<file path="src/rtl/cacheline_adapter_if.sv">
`default_nettype none
// ============================================================================
// Module   : cacheline_adapter_if
// Purpose  : Cache dfp line port plus bmem burst port, bundled for the adapter.
// Revision : 1.0  initial release
// ============================================================================
interface cacheline_adapter_if #(
  parameter int LINE_W  = 256,
  parameter int BURST_W = 64
);
  // Cache-facing line port
  logic [31:0]        dfp_addr;
  logic               dfp_read;
  logic               dfp_write;
  logic [LINE_W-1:0]  dfp_wdata;
  logic [LINE_W-1:0]  dfp_rdata;
  logic               dfp_resp;

  // Memory-facing burst port
  logic [31:0]        bmem_addr;
  logic               bmem_read;
  logic               bmem_write;
  logic [BURST_W-1:0] bmem_wdata;
  logic               bmem_ready;
  logic [BURST_W-1:0] bmem_rdata;
  logic               bmem_rvalid;

  // master: the environment around the adapter (cache + memory)
  modport master (
    output dfp_addr, dfp_read, dfp_write, dfp_wdata,
    input  dfp_rdata, dfp_resp,
    input  bmem_addr, bmem_read, bmem_write, bmem_wdata,
    output bmem_ready, bmem_rdata, bmem_rvalid
  );

  // slave: the adapter itself
  modport slave (
    input  dfp_addr, dfp_read, dfp_write, dfp_wdata,
    output dfp_rdata, dfp_resp,
    output bmem_addr, bmem_read, bmem_write, bmem_wdata,
    input  bmem_ready, bmem_rdata, bmem_rvalid
  );
endinterface
`default_nettype wire

</file>
<file path="src/rtl/cacheline_adapter.sv">
`default_nettype none
// ============================================================================
// Module   : cacheline_adapter
// Purpose  : Splits cache line reads/writebacks into 4-beat bmem bursts.
// Revision : 1.0  initial release
// ============================================================================
module cacheline_adapter #(
  parameter int LINE_W  = 256,
  parameter int BURST_W = 64
) (
  input  logic                 clk,
  input  logic                 rst,
  cacheline_adapter_if.slave   bus
);

  localparam int BEATS = LINE_W / BURST_W;
  localparam int CNT_W = $clog2(BEATS);
  localparam int OFF_W = $clog2(LINE_W / 8);
  localparam logic [CNT_W-1:0] c_last_beat = CNT_W'(BEATS - 1);
  localparam logic [CNT_W-1:0] c_one       = CNT_W'(1);

  typedef enum logic [2:0] {
    S_IDLE    = 3'd0,
    S_RD_CMD  = 3'd1,
    S_RD_DATA = 3'd2,
    S_WR_CMD  = 3'd3,
    S_WR_DATA = 3'd4,
    S_RESP    = 3'd5
  } state_t;

  state_t                          r_state;
  logic [CNT_W-1:0]                r_cnt;
  logic [31:0]                     r_addr;
  logic [BEATS-1:0][BURST_W-1:0]   r_buf;

  logic                            w_bmem_read;
  logic                            w_bmem_write;
  logic [BURST_W-1:0]              w_bmem_wdata;
  logic                            w_unused;

  // Byte offset within the line is dropped on capture.
  assign w_unused = ^bus.dfp_addr[OFF_W-1:0];

  always_ff @(posedge clk) begin
    if (rst) begin
      r_state <= S_IDLE;
      r_cnt   <= '0;
      r_addr  <= '0;
      r_buf   <= '0;
    end else begin
      case (r_state)
        S_IDLE: begin
          // Write wins a simultaneous request; the read stays pending on dfp.
          if (bus.dfp_write) begin
            r_addr  <= {bus.dfp_addr[31:OFF_W], {OFF_W{1'b0}}};
            r_buf   <= bus.dfp_wdata;
            r_cnt   <= '0;
            r_state <= S_WR_CMD;
          end else if (bus.dfp_read) begin
            r_addr  <= {bus.dfp_addr[31:OFF_W], {OFF_W{1'b0}}};
            r_cnt   <= '0;
            r_state <= S_RD_CMD;
          end
        end
        S_RD_CMD: begin
          if (bus.bmem_ready) begin
            r_cnt   <= '0;
            r_state <= S_RD_DATA;
          end
        end
        S_RD_DATA: begin
          if (bus.bmem_rvalid) begin
            r_buf[r_cnt] <= bus.bmem_rdata;
            if (r_cnt == c_last_beat) begin
              r_cnt   <= '0;
              r_state <= S_RESP;
            end else begin
              r_cnt <= r_cnt + c_one;
            end
          end
        end
        S_WR_CMD: begin
          if (bus.bmem_ready) begin
            r_cnt   <= c_one;
            r_state <= S_WR_DATA;
          end
        end
        S_WR_DATA: begin
          // Once beat 0 is accepted the remaining beats stream unconditionally.
          if (r_cnt == c_last_beat) begin
            r_cnt   <= '0;
            r_state <= S_RESP;
          end else begin
            r_cnt <= r_cnt + c_one;
          end
        end
        S_RESP: begin
          r_state <= S_IDLE;
        end
        default: begin
          r_cnt   <= '0;
          r_state <= S_IDLE;
        end
      endcase
    end
  end

  always_comb begin
    w_bmem_read  = 1'b0;
    w_bmem_write = 1'b0;
    w_bmem_wdata = '0;
    case (r_state)
      S_RD_CMD: begin
        w_bmem_read = bus.bmem_ready;
      end
      S_WR_CMD: begin
        w_bmem_write = bus.bmem_ready;
        w_bmem_wdata = r_buf[0];
      end
      S_WR_DATA: begin
        w_bmem_write = 1'b1;
        w_bmem_wdata = r_buf[r_cnt];
      end
      default: begin
      end
    endcase
  end

  assign bus.bmem_addr  = r_addr;
  assign bus.bmem_read  = w_bmem_read;
  assign bus.bmem_write = w_bmem_write;
  assign bus.bmem_wdata = w_bmem_wdata;
  assign bus.dfp_resp   = (r_state == S_RESP);
  assign bus.dfp_rdata  = r_buf;

endmodule
`default_nettype wire

</file>
<file path="src/flat_wrapper.sv">
// flat-port wrapper written by rule: the top's interface ports become plain ports
module cacheline_adapter_flat 
#(
  parameter int LINE_W  = 256,
  parameter int BURST_W = 64
)
  (clk, rst, bus_dfp_addr, bus_dfp_read, bus_dfp_write, bus_dfp_wdata, bus_dfp_rdata, bus_dfp_resp, bus_bmem_addr, bus_bmem_read, bus_bmem_write, bus_bmem_wdata, bus_bmem_ready, bus_bmem_rdata, bus_bmem_rvalid);
  cacheline_adapter_if #(.LINE_W(LINE_W), .BURST_W(BURST_W)) bus_i ();
  input  logic clk;
  input  logic rst;
  input wire logic [$bits(bus_i.dfp_addr)-1:0] bus_dfp_addr;
  input wire logic [$bits(bus_i.dfp_read)-1:0] bus_dfp_read;
  input wire logic [$bits(bus_i.dfp_write)-1:0] bus_dfp_write;
  input wire logic [$bits(bus_i.dfp_wdata)-1:0] bus_dfp_wdata;
  output wire logic [$bits(bus_i.dfp_rdata)-1:0] bus_dfp_rdata;
  output wire logic [$bits(bus_i.dfp_resp)-1:0] bus_dfp_resp;
  output wire logic [$bits(bus_i.bmem_addr)-1:0] bus_bmem_addr;
  output wire logic [$bits(bus_i.bmem_read)-1:0] bus_bmem_read;
  output wire logic [$bits(bus_i.bmem_write)-1:0] bus_bmem_write;
  output wire logic [$bits(bus_i.bmem_wdata)-1:0] bus_bmem_wdata;
  input wire logic [$bits(bus_i.bmem_ready)-1:0] bus_bmem_ready;
  input wire logic [$bits(bus_i.bmem_rdata)-1:0] bus_bmem_rdata;
  input wire logic [$bits(bus_i.bmem_rvalid)-1:0] bus_bmem_rvalid;
  assign bus_i.dfp_addr = bus_dfp_addr;
  assign bus_i.dfp_read = bus_dfp_read;
  assign bus_i.dfp_write = bus_dfp_write;
  assign bus_i.dfp_wdata = bus_dfp_wdata;
  assign bus_dfp_rdata = bus_i.dfp_rdata;
  assign bus_dfp_resp = bus_i.dfp_resp;
  assign bus_bmem_addr = bus_i.bmem_addr;
  assign bus_bmem_read = bus_i.bmem_read;
  assign bus_bmem_write = bus_i.bmem_write;
  assign bus_bmem_wdata = bus_i.bmem_wdata;
  assign bus_i.bmem_ready = bus_bmem_ready;
  assign bus_i.bmem_rdata = bus_bmem_rdata;
  assign bus_i.bmem_rvalid = bus_bmem_rvalid;
  cacheline_adapter #(.LINE_W(LINE_W), .BURST_W(BURST_W)) u_core (.clk(clk), .rst(rst), .bus(bus_i));
endmodule
</file>
<file path="config.mk">
export PLATFORM = sky130hd
export DESIGN_NAME = cacheline_adapter_flat
export DESIGN_NICKNAME = d
export VERILOG_FILES = /design/src/rtl/cacheline_adapter_if.sv /design/src/rtl/cacheline_adapter.sv /design/src/flat_wrapper.sv
export SDC_FILE = /design/constraint.sdc
export NUM_CORES = 1
export LEC_CHECK = 0
export CAP_MARGIN = 20
export CORE_AREA = 5 5 276 278
export DETAILED_ROUTE_END_ITERATION = 10
export DIE_AREA = 0 0 281 283
export GPL_TIMING_DRIVEN = 0
export MAX_ROUTING_LAYER = met4
export PLACE_DENSITY = 0.44
export REMOVE_ABC_BUFFERS = 1
export SYNTH_ARGS = -nofsm -noshare
export SYNTH_HDL_FRONTEND = slang
export SYNTH_SLANG_ARGS = --single-unit
</file>
<file path="constraint.sdc">
create_clock -name clk -period 3 [get_ports clk]
set_input_delay 0.75 -clock clk [delete_from_list [all_inputs] [get_ports clk]]
set_output_delay 0.75 -clock clk [all_outputs]
set_load 0.1 [all_outputs]
</file>
# After elaboration in Yosys (flattened, before gate mapping)
# Cells that the tools add are included.
dict set report word_totals {
  register_bits 293
  elab_cells 57
}
dict set report op_classes {
  add_sub_neg 1
  order_cmp 2
  n_eq_ne 11
  mux 27
  bitwise 1
  reduce_logical 8
}
# op count
set op_table {}
lappend op_table {{two-way mux 256 bit} 2}
lappend op_table {{case mux 256 bit (2 select lines)} 1}
lappend op_table {{bitwise mux 256 bit} 1}
lappend op_table {{binary-select mux 64 bit (select 2 bit)} 1}
lappend op_table {{demux 64 bit (select 2 bit)} 1}
lappend op_table {{two-way mux 64 bit} 2}
lappend op_table {{case mux 64 bit (2 select lines)} 1}
lappend op_table {{two-way mux 32 bit} 2}
lappend op_table {{two-way mux 3 bit} 6}
lappend op_table {{case mux 3 bit (5 select lines)} 1}
lappend op_table {{two-way mux 2 bit} 6}
lappend op_table {{case mux 2 bit (6 select lines)} 1}
lappend op_table {{inequality test 2 bit, second input constant} 4}
lappend op_table {{== test 3 x 2 -> 1 bit, second input constant} 2}
lappend op_table {{== test 3 bit, second input constant} 2}
lappend op_table {{AND reduction 5 bit} 1}
lappend op_table {{AND reduction 4 bit} 1}
lappend op_table {{nonzero test 2 bit} 2}
lappend op_table {{== test 3 x 1 -> 1 bit, second input constant} 1}
lappend op_table {{zero test 3 bit} 1}
lappend op_table {{< comparator 2 x 3 -> 1 bit, second input constant} 1}
lappend op_table {{inequality test 3 bit, second input constant} 1}
lappend op_table {{AND reduction 3 bit} 1}
lappend op_table {{adder 2 x 1 -> 2 bit, second input constant} 1}
lappend op_table {{7 further kinds} 7}

# Logic depth before layout (Yosys ltp)
# Gate-level depths: netlist (run 1).
dict set report depth {
  word_depth 7
  mapped_depth 11
}

# Least setup slack after synthesis (run 1)
# OpenSTA, ideal clock, no wires.
dict set report synth_path {
  kind {register -> output}
  start {register u_core.r_buf, in the netlist u_core.bus.dfp_rdata[159]}
  end {output port bus_bmem_wdata[31]}
  t_arrival_ns 2.111
  slack_ns 0.139
  stages_incl_launch_ff 3
  n_path_buf 0
  path_cell_list {dfxtp_1 -> mux4_2 -> a22o_1}
}
dict set report synth_via {
  elab_chain_len 3
}
# element line
set synth_rtl {}
lappend synth_rtl {{from (decl)} cacheline_adapter.sv:34} ;# logic [BEATS-1:0][BURST_W-1:0] r_buf;
lappend synth_rtl {{from (signal assigned)} cacheline_adapter.sv:56} ;# r_buf <= bus.dfp_wdata;
lappend synth_rtl {{from (signal, indexed assignment)} cacheline_adapter.sv:73} ;# r_buf[r_cnt] <= bus.bmem_rdata;
lappend synth_rtl {{binary-select mux 64 bit (select 2 bit)} cacheline_adapter.sv:122} ;# w_bmem_wdata = r_buf[r_cnt];
lappend synth_rtl {{two-way mux 64 bit (not written as such)} cacheline_adapter.sv:122}
lappend synth_rtl {{case mux 64 bit (2 select lines)} cacheline_adapter.sv:112} ;# case (r_state)
lappend synth_rtl {{to (decl)} flat_wrapper.sv:20} ;# output wire logic [$bits(bus_i.bmem_wdata)-1:0] bus_bmem_wdata;
# Every way passes these cells. The select of a mux whose other input is x is not followed.

# Worst setup path in the final report (run 1)
dict set report layout_path {
  start {register u_core.r_cnt[1]}
  end {output port bus_bmem_wdata[22]}
}
dict set report layout_via {
  elab_chain_len 3
}
# element line
set layout_rtl {}
lappend layout_rtl {{from (decl)} cacheline_adapter.sv:32} ;# logic [CNT_W-1:0] r_cnt;
lappend layout_rtl {{from (signal assigned)} cacheline_adapter.sv:78} ;# r_cnt <= r_cnt + c_one;
lappend layout_rtl {{from (signal assigned)} cacheline_adapter.sv:84} ;# r_cnt <= c_one;
lappend layout_rtl {{from (signal assigned)} cacheline_adapter.sv:94} ;# r_cnt <= r_cnt + c_one;
lappend layout_rtl {{binary-select mux 64 bit (select 2 bit)} cacheline_adapter.sv:122}
lappend layout_rtl {{two-way mux 64 bit (not written as such)} cacheline_adapter.sv:122}
lappend layout_rtl {{case mux 64 bit (2 select lines)} cacheline_adapter.sv:112}
# Every way passes these cells. The select of a mux whose other input is x is not followed.

==> results.md, run 1 <==
- Io pins: 713
- GPL Wtd Cong: 0.862
- Worst hold path depth: 2
- Vias in the first global route: 17500
- Core area: 73700 um2
- Met2 Usage GRT: 37.6%
- Synth area leader: dfxtp_1
- TritonCTS Buffers: 40
- Largest net degree at the start of global routing: 130
- CTS H-tree depth: 2
- Layout cells sized above 1: 14.1%
- CTS tree: yes
- Hold Startpoint: u_core.bus.bmem_addr[8]
- DP Wirelength: 59800 um
- Worst-Margin Slew: 1.14 ns
- Routed Antenna Nets: 0
- Hold Path End: u_core.bus.bmem_addr[8]
- Sequential fraction of the synthesis area: 38.5%
- Initial antenna violation count: 14
- Status: finished, violations left
- Final hold vios: 0
- Fillers: 7515
- Post-synth top area share: 38.5%
- Crit path DAT: 2.43 ns
- VDD IR-drop max: 0.857 mV
- Clk_lat worst skew: 0.55 ns
- First-pass GRT wire length: 128000 um
- Req. time, crit path: 2.25 ns
- Root buffer cell: clkbuf_16
- Clock slew at reported path FFs: 0.05 ns
- Iteration-0 DRC Markers: 1150
- Grt ovf: 0
- Avg Vias per Cell: 5.04
- Failing checks: setup timing
- CP Launch Type: register
- Layout area overhead: 74.4%
- Gr busiest metal: met2
- Vias: 17500
- Multi-input logic area: 8370 um2
- Cells after Synth: 1795
- Max Cap Viol: 0
- Die Area: 79500 um2
- PwrDens: 1380 nW/um2
- Worst hold path type: reg2reg
- Area post-placement: 23300 um2
- Final net count: 2817
- #FFs+latches synth: 288
- Post-synthesis cell type count: 36
- Buffers on Ports: 702
- Reg area: 5780 um2
- Endpoints failing setup: 18
- GRT met1 Usage: 25.8%
- CP Class: reg2out
- Final Util: 35.4%
- Worst r2r path cells: 12
- Row Count: 100
- Final WS setup: -0.177 ns
- Die width: 281 um
- Ys Warns: 0
- Max-slew headroom: 23.7%
- Syn_area_per_cell: 8.34 um2
- Max Clock Skew: 0.0167 ns
- Clk buf depth: 3
- Max Freq: 315 MHz
- CTS hold repair buffers: 0
- Tcrit/Tclk final: 106%
- Post-route DRC violation count: 0
- Starting Density: 20.3%
- Flop-to-flop setup slack: 0.17 ns
- Post-layout min period: 3.18 ns
- Crit. End Element: output pin
- Crit Reg-Reg Endpoint: u_core.bus.dfp_rdata[205]
- Worst Path Max Fanout: 7
- GRT Total Usage: 21.8%
- RSZ-0062 raised after global routing: yes
- CTS sink cnt: 288
- Final WL: 90000 um
- Wirelength per Cell: 26.0 um
- Routing usage on met3: 5.60%
- Cell area after layout: 26100 um2
- Netlist Area Pre-Place: 15000 um2
- Pleak: 9.49 nW
- Drt pass-1 iters: 5
- FF-to-FF Start: u_core.r_cnt[1]
- Die height: 283 um
- Area contributors post-synth: dfxtp_1 (39%), a311oi_1 (15%), mux4_2 (9.6%), nand3_1 (8.7%), nand2_1 (7.8%)
- Final max-slew violation count: 0
[cell type report]
cell class                      instances  share of cell area [%]
Antenna cell                           11                   0.105
Clock buffer                           59                    4.54
Clock inverter                         13                   0.767
Inverter                                4                  0.0671
Multi-Input combinational cell       1292                    32.1
Sequential cell                       288                    22.2
Tap cell                              969                    4.65
Timing Repair Buffer                  829                    35.6
[placed cells by master, fill, tap and decap left out, types with 34 or more instances in the layout]
cell type / instances
dfxtp_1: 283
buf_4: 69
nand3_1: 259
clkbuf_16: 43
buf_12: 53
a21oi_1: 34
a311oi_1: 258
mux4_2: 64
nor2_1: 261
clkdlybuf4s50_1: 626
a22o_1: 58
nand2_1: 310
[stage by stage]
| stage | worst slack (ns) | hold slack [ns] | total power, mW | instances | setup TNS, ns |
|---|---|---|---|---|---|
| 2_1_floorplan | -5.26 | 0.589 | 21.8 | 1582 | -1244.40 |
| 5_1_grt | -0.235 | 0.474 | 37.3 | 3465 | -2.72 |
| 3_5_place_dp | -1.10 | 0.446 | 29.7 | 3295 | -153.38 |
| 4_1_cts | -0.218 | 0.454 | 36.0 | 3437 | -2.35 |
| 3_3_place_gp | -13.32 | 0.445 | 24.2 | 3253 | -3624.88 |
| 6_report | -0.177 | 0.453 | 35.9 | 3465 | -1.04 |
[how the worst max path moves through the flow]
stage,startpoint,endpoint,cells after the start
finish,u_core.r_cnt[1],bus_bmem_wdata[22],6
global route,u_core.r_cnt[1],bus_bmem_wdata[22],6
CTS,u_core.r_cnt[1],bus_bmem_wdata[22],6
detailed placement,u_core.r_state[1],bus_bmem_wdata[51],4
global placement,u_core.r_cnt[1],u_core.bus.dfp_rdata[14],5
floorplan,u_core.r_cnt[1],u_core.bus.dfp_rdata[0],5
[metal layers]
layer | up-vias | part of all wire, %
met5 | - | 0
met4 | 0 | 1.9
met3 | 93 | 8.5
met2 | 753 | 50
met1 | 8595 | 40
li1 | 8014 | -
[what timing repair did]
item / 4_1_cts / 5_1_grt
endpoints found under the setup margin: 290 / 99
resized for setup: 459 / 47
pin swaps: 12 / 10
hold endpoints to repair: 0 / 0
gates cloned: 9 / 3
buffers inserted: 63 / 17
[report_power, final]
| group | total (mW) | internal [mW] | switching, mW |
|---|---|---|---|
| sequential | 6.58 | 5.26 | 1.33 |
| clock | 5.10 | 3.16 | 1.94 |
| combinational | 24.2 | 6.70 | 17.6 |
[state kept, by name, summed over array words and instances, names as in the netlist]
register              count
u_core.r_state            3
u_core.r_cnt              2
u_core.bus.bmem_addr     27
u_core.bus.dfp_rdata    256
[cells by family after synthesis]
| logic type | share of synthesized area, % |
|---|---|
| AOI/OAI and AO/OA | 20.7 |
| DFF | 38.5 |
| muxes | 9.63 |
| buffers and inverters | 6.85 |
| xor gates and xnor gates | 0.0585 |
| and+or+nand+nor | 23.9 |
| adders and majority gates | 0.334 |
| other | 0.0251 |
[critical path, cell delays in order, from the launching register on]
cell and delay [ns]:
dfxtp_4 0.42, buf_12 0.14, buf_16 0.13, buf_12 0.15, mux4_2 0.56, a22o_1 0.27
buf_12 0.18
[Yosys cell counts]
cell type and count:
or2_1 1, a311o_1 1, nor2_8 1, buf_1 5
conb_1 1, nor4b_1 1, a22o_1 64, a21boi_0 1
and3_1 3, nor3_4 1, mux4_2 64, a21oi_1 35
or4b_1 1, nor3b_2 1, a21oi_2 3, a311oi_1 258
buf_6 3, a21o_1 2, ha_1 4, a32oi_1 1
nand2_1 311, xnor2_1 1, o2bb2ai_1 1, o2111ai_1 1
o21ai_0 2, or3_1 3, inv_1 4, nand3_1 260
buf_4 12, nor2_1 261, dfxtp_1 288, nand2b_1 1
buf_2 102, nor3b_1 1, clkbuf_1 95, o21bai_1 1
Note: power is estimated with default switching activity, not from simulation.
==> run 2, diff against run 1 <==
==> constraint.sdc (replaced) <==
create_clock -name clk -period 2.99 [get_ports clk]
set_input_delay 0.7475 -clock clk [delete_from_list [all_inputs] [get_ports clk]]
set_output_delay 0.7475 -clock clk [all_outputs]
set_load 0.1 [all_outputs]
==> results.md, run 2 (synthesis gave the netlist of run 1 again) <==
- Final net count: 2820
- Initial antenna violation count: 14
- Crit Reg-Reg Endpoint: u_core.bus.dfp_rdata[214]
- CP Class: reg2out
- Wirelength per Cell: 25.9 um
- Vias in the first global route: 17500
- Final WS setup: -0.183 ns
- Worst Path Max Fanout: 6
- Post-route DRC violation count: 0
- Max Freq: 315 MHz
- Critical path's largest stage delay: 0.56 ns
- Sw power: 20.9 mW
- Final WL: 90000 um
- Die width: 281 um
- GRT Total Usage: 21.9%
- CP delay by family, top: buffers and inverters
- Die height: 283 um
- TritonCTS Buffers: 40
- Max Cap Viol: 0
- FF-to-FF Start: u_core.r_cnt[1]
- Worst-Margin Slew: 1.15 ns
- Vias: 17400
- RSZ-0062 raised after global routing: yes
- Io pins: 713
- Internal power: 15.1 mW
- Core area: 73700 um2
- Layout area overhead: 74.6%
- DP Wirelength: 59800 um
- Worst hold path type: reg2reg
- Max Clock Skew: 0.0146 ns
- Iteration-0 DRC Markers: 1157
- VDD IR-drop max: 0.860 mV
- Post-layout min period: 3.17 ns
- Fillers: 7516
- Layout cells sized above 1: 14.2%
- Hold Startpoint: u_core.bus.bmem_addr[8]
- Row Count: 100
- Logic gate share of total power: 67.5%
- Die Area: 79500 um2
- Buf/Inv on CP: 5
- Most common cell on crit path: buf_12
- Routed Antenna Nets: 0
- Max reg flops: 256
- Endpoints failing setup: 32
- Req. time, crit path: 2.24 ns
- Flop pwr share: 18.3%
- Multi-input logic area: 8390 um2
- Worst hold path depth: 2
- Largest net degree at the start of global routing: 130
- Status: finished, violations left
- Crit path DAT: 2.43 ns
- Final hold vios: 0
- CTS tree: yes
- Clock slew at reported path FFs: 0.05 ns
- Final max-slew violation count: 0
- Clock share of power: 14.2%
- Dpl ws: -1.11 ns
- Hold Path End: u_core.bus.bmem_addr[8]
- CP Launch Type: register
- Root buffer cell: clkbuf_16
- CTS H-tree depth: 2
- CTS sink cnt: 288
- WHS: 0.453 ns
- Crit. End Element: output pin
- Clk buf depth: 3
- CTS hold repair buffers: 0
- Worst r2r path cells: 13
- Max-slew headroom: 23.1%
- Grt ovf: 0
- Drt pass-1 iters: 5
- Commonest non-fill, non-tap cell in the layout: clkdlybuf4s50_1
- Cells along the critical path: buf_12 -> buf_12 -> buf_16 -> buf_12 -> mux4_2 -> a22o_4 -> buf_12
- GPL Wtd Cong: 0.862
- Avg Vias per Cell: 5.03
- Sw frac: 58.0%
- Pleak: 9.52 nW
- Clk_lat worst skew: 0.55 ns
- Pwr Total: 36.0 mW
- Starting Density: 20.3%
- Reg area: 5780 um2
- First-pass GRT wire length: 128000 um
- Buffers on Ports: 702
- Final Util: 35.5%
- Flop-to-flop setup slack: 0.18 ns
- Failing checks: setup timing
- Commonest cells after routing, fill and taps aside: clkdlybuf4s50_1 (624), nand2_1 (310), dfxtp_1 (283), nor2_1 (261), nand3_1 (259)
- Tcrit/Tclk final: 106%
- Slowest CP cell: mux4_2
- PwrDens: 1380 nW/um2
[run 2: stage by stage]
step / area [um2] / cells / setup TNS (ns)
floorplan: 14000 / 1582 / -1247.50
global placement: 22200 / 3253 / -3628.18
detailed placement: 23300 / 3295 / -156.06
CTS: 25900 / 3442 / -3.87
global route: 26100 / 3468 / -5.01
finish: 26100 / 3468 / -2.18
[run 2: worst max-delay path by stage]
stage                            startpoint                        to  slack [ns]  depth (start not counted)
after global routing        u_core.r_cnt[1]        bus_bmem_wdata[22]       -0.25                          7
after detailed placement  u_core.r_state[1]        bus_bmem_wdata[51]       -1.11                          4
after CTS                   u_core.r_cnt[1]        bus_bmem_wdata[22]       -0.27                          7
after global placement      u_core.r_cnt[1]  u_core.bus.dfp_rdata[14]      -13.33                          5
final                       u_core.r_cnt[1]        bus_bmem_wdata[22]       -0.18                          7
after floorplan             u_core.r_cnt[1]   u_core.bus.dfp_rdata[0]       -5.27                          5
[run 2: per-layer routing]
layer | vias up | GRT usage, % | part of all wire (%) | wire length, um
met2 | 699 | 37.6 | 50 | 45200
met1 | 8652 | 26.0 | 40 | 35900
met3 | 90 | 5.56 | 8.1 | 7290
li1 | 8005 | - | - | -
met4 | 0 | 4.62 | 1.8 | 1600
met5 | - | - | 0 | 0
[run 2: worst min-delay path: cells and delay by family, from the launching register on]
kind             cells  cell delay [ns]
flip-flops           1             0.30
AND/OR/NAND/NOR      1             0.05
AO/OA/AOI/OAI        1             0.05
[run 2: power by group through the flow]
stage,combinational (mW),sequential (mW),clock [mW]
floorplan,6.26,15.6,0
global placement,17.9,6.29,0
detailed placement,23.0,6.79,0
CTS,24.2,6.59,5.26
global route,25.2,6.79,5.39
finish,24.3,6.61,5.12
[run 2: cell type report]
| class | instances | area share, % |
|---|---|---|
| antenna | 11 | 0.105 |
| clock inverter | 13 | 0.766 |
| clock buffer | 59 | 4.53 |
| sequential | 288 | 22.1 |
| inverter | 4 | 0.0670 |
| timing repair buffer | 832 | 35.6 |
| multi-input combinational | 1292 | 32.1 |
| tap | 969 | 4.64 |
[run 2: what timing repair did]
action | 4_1_cts | 5_1_grt
cloned | 9 | 1
pin swaps | 12 | 11
gates resized for setup | 476 | 36
buffers inserted | 67 | 18
endpoints found under the hold margin | 0 | 0
endpoints found under the setup margin | 291 | 70
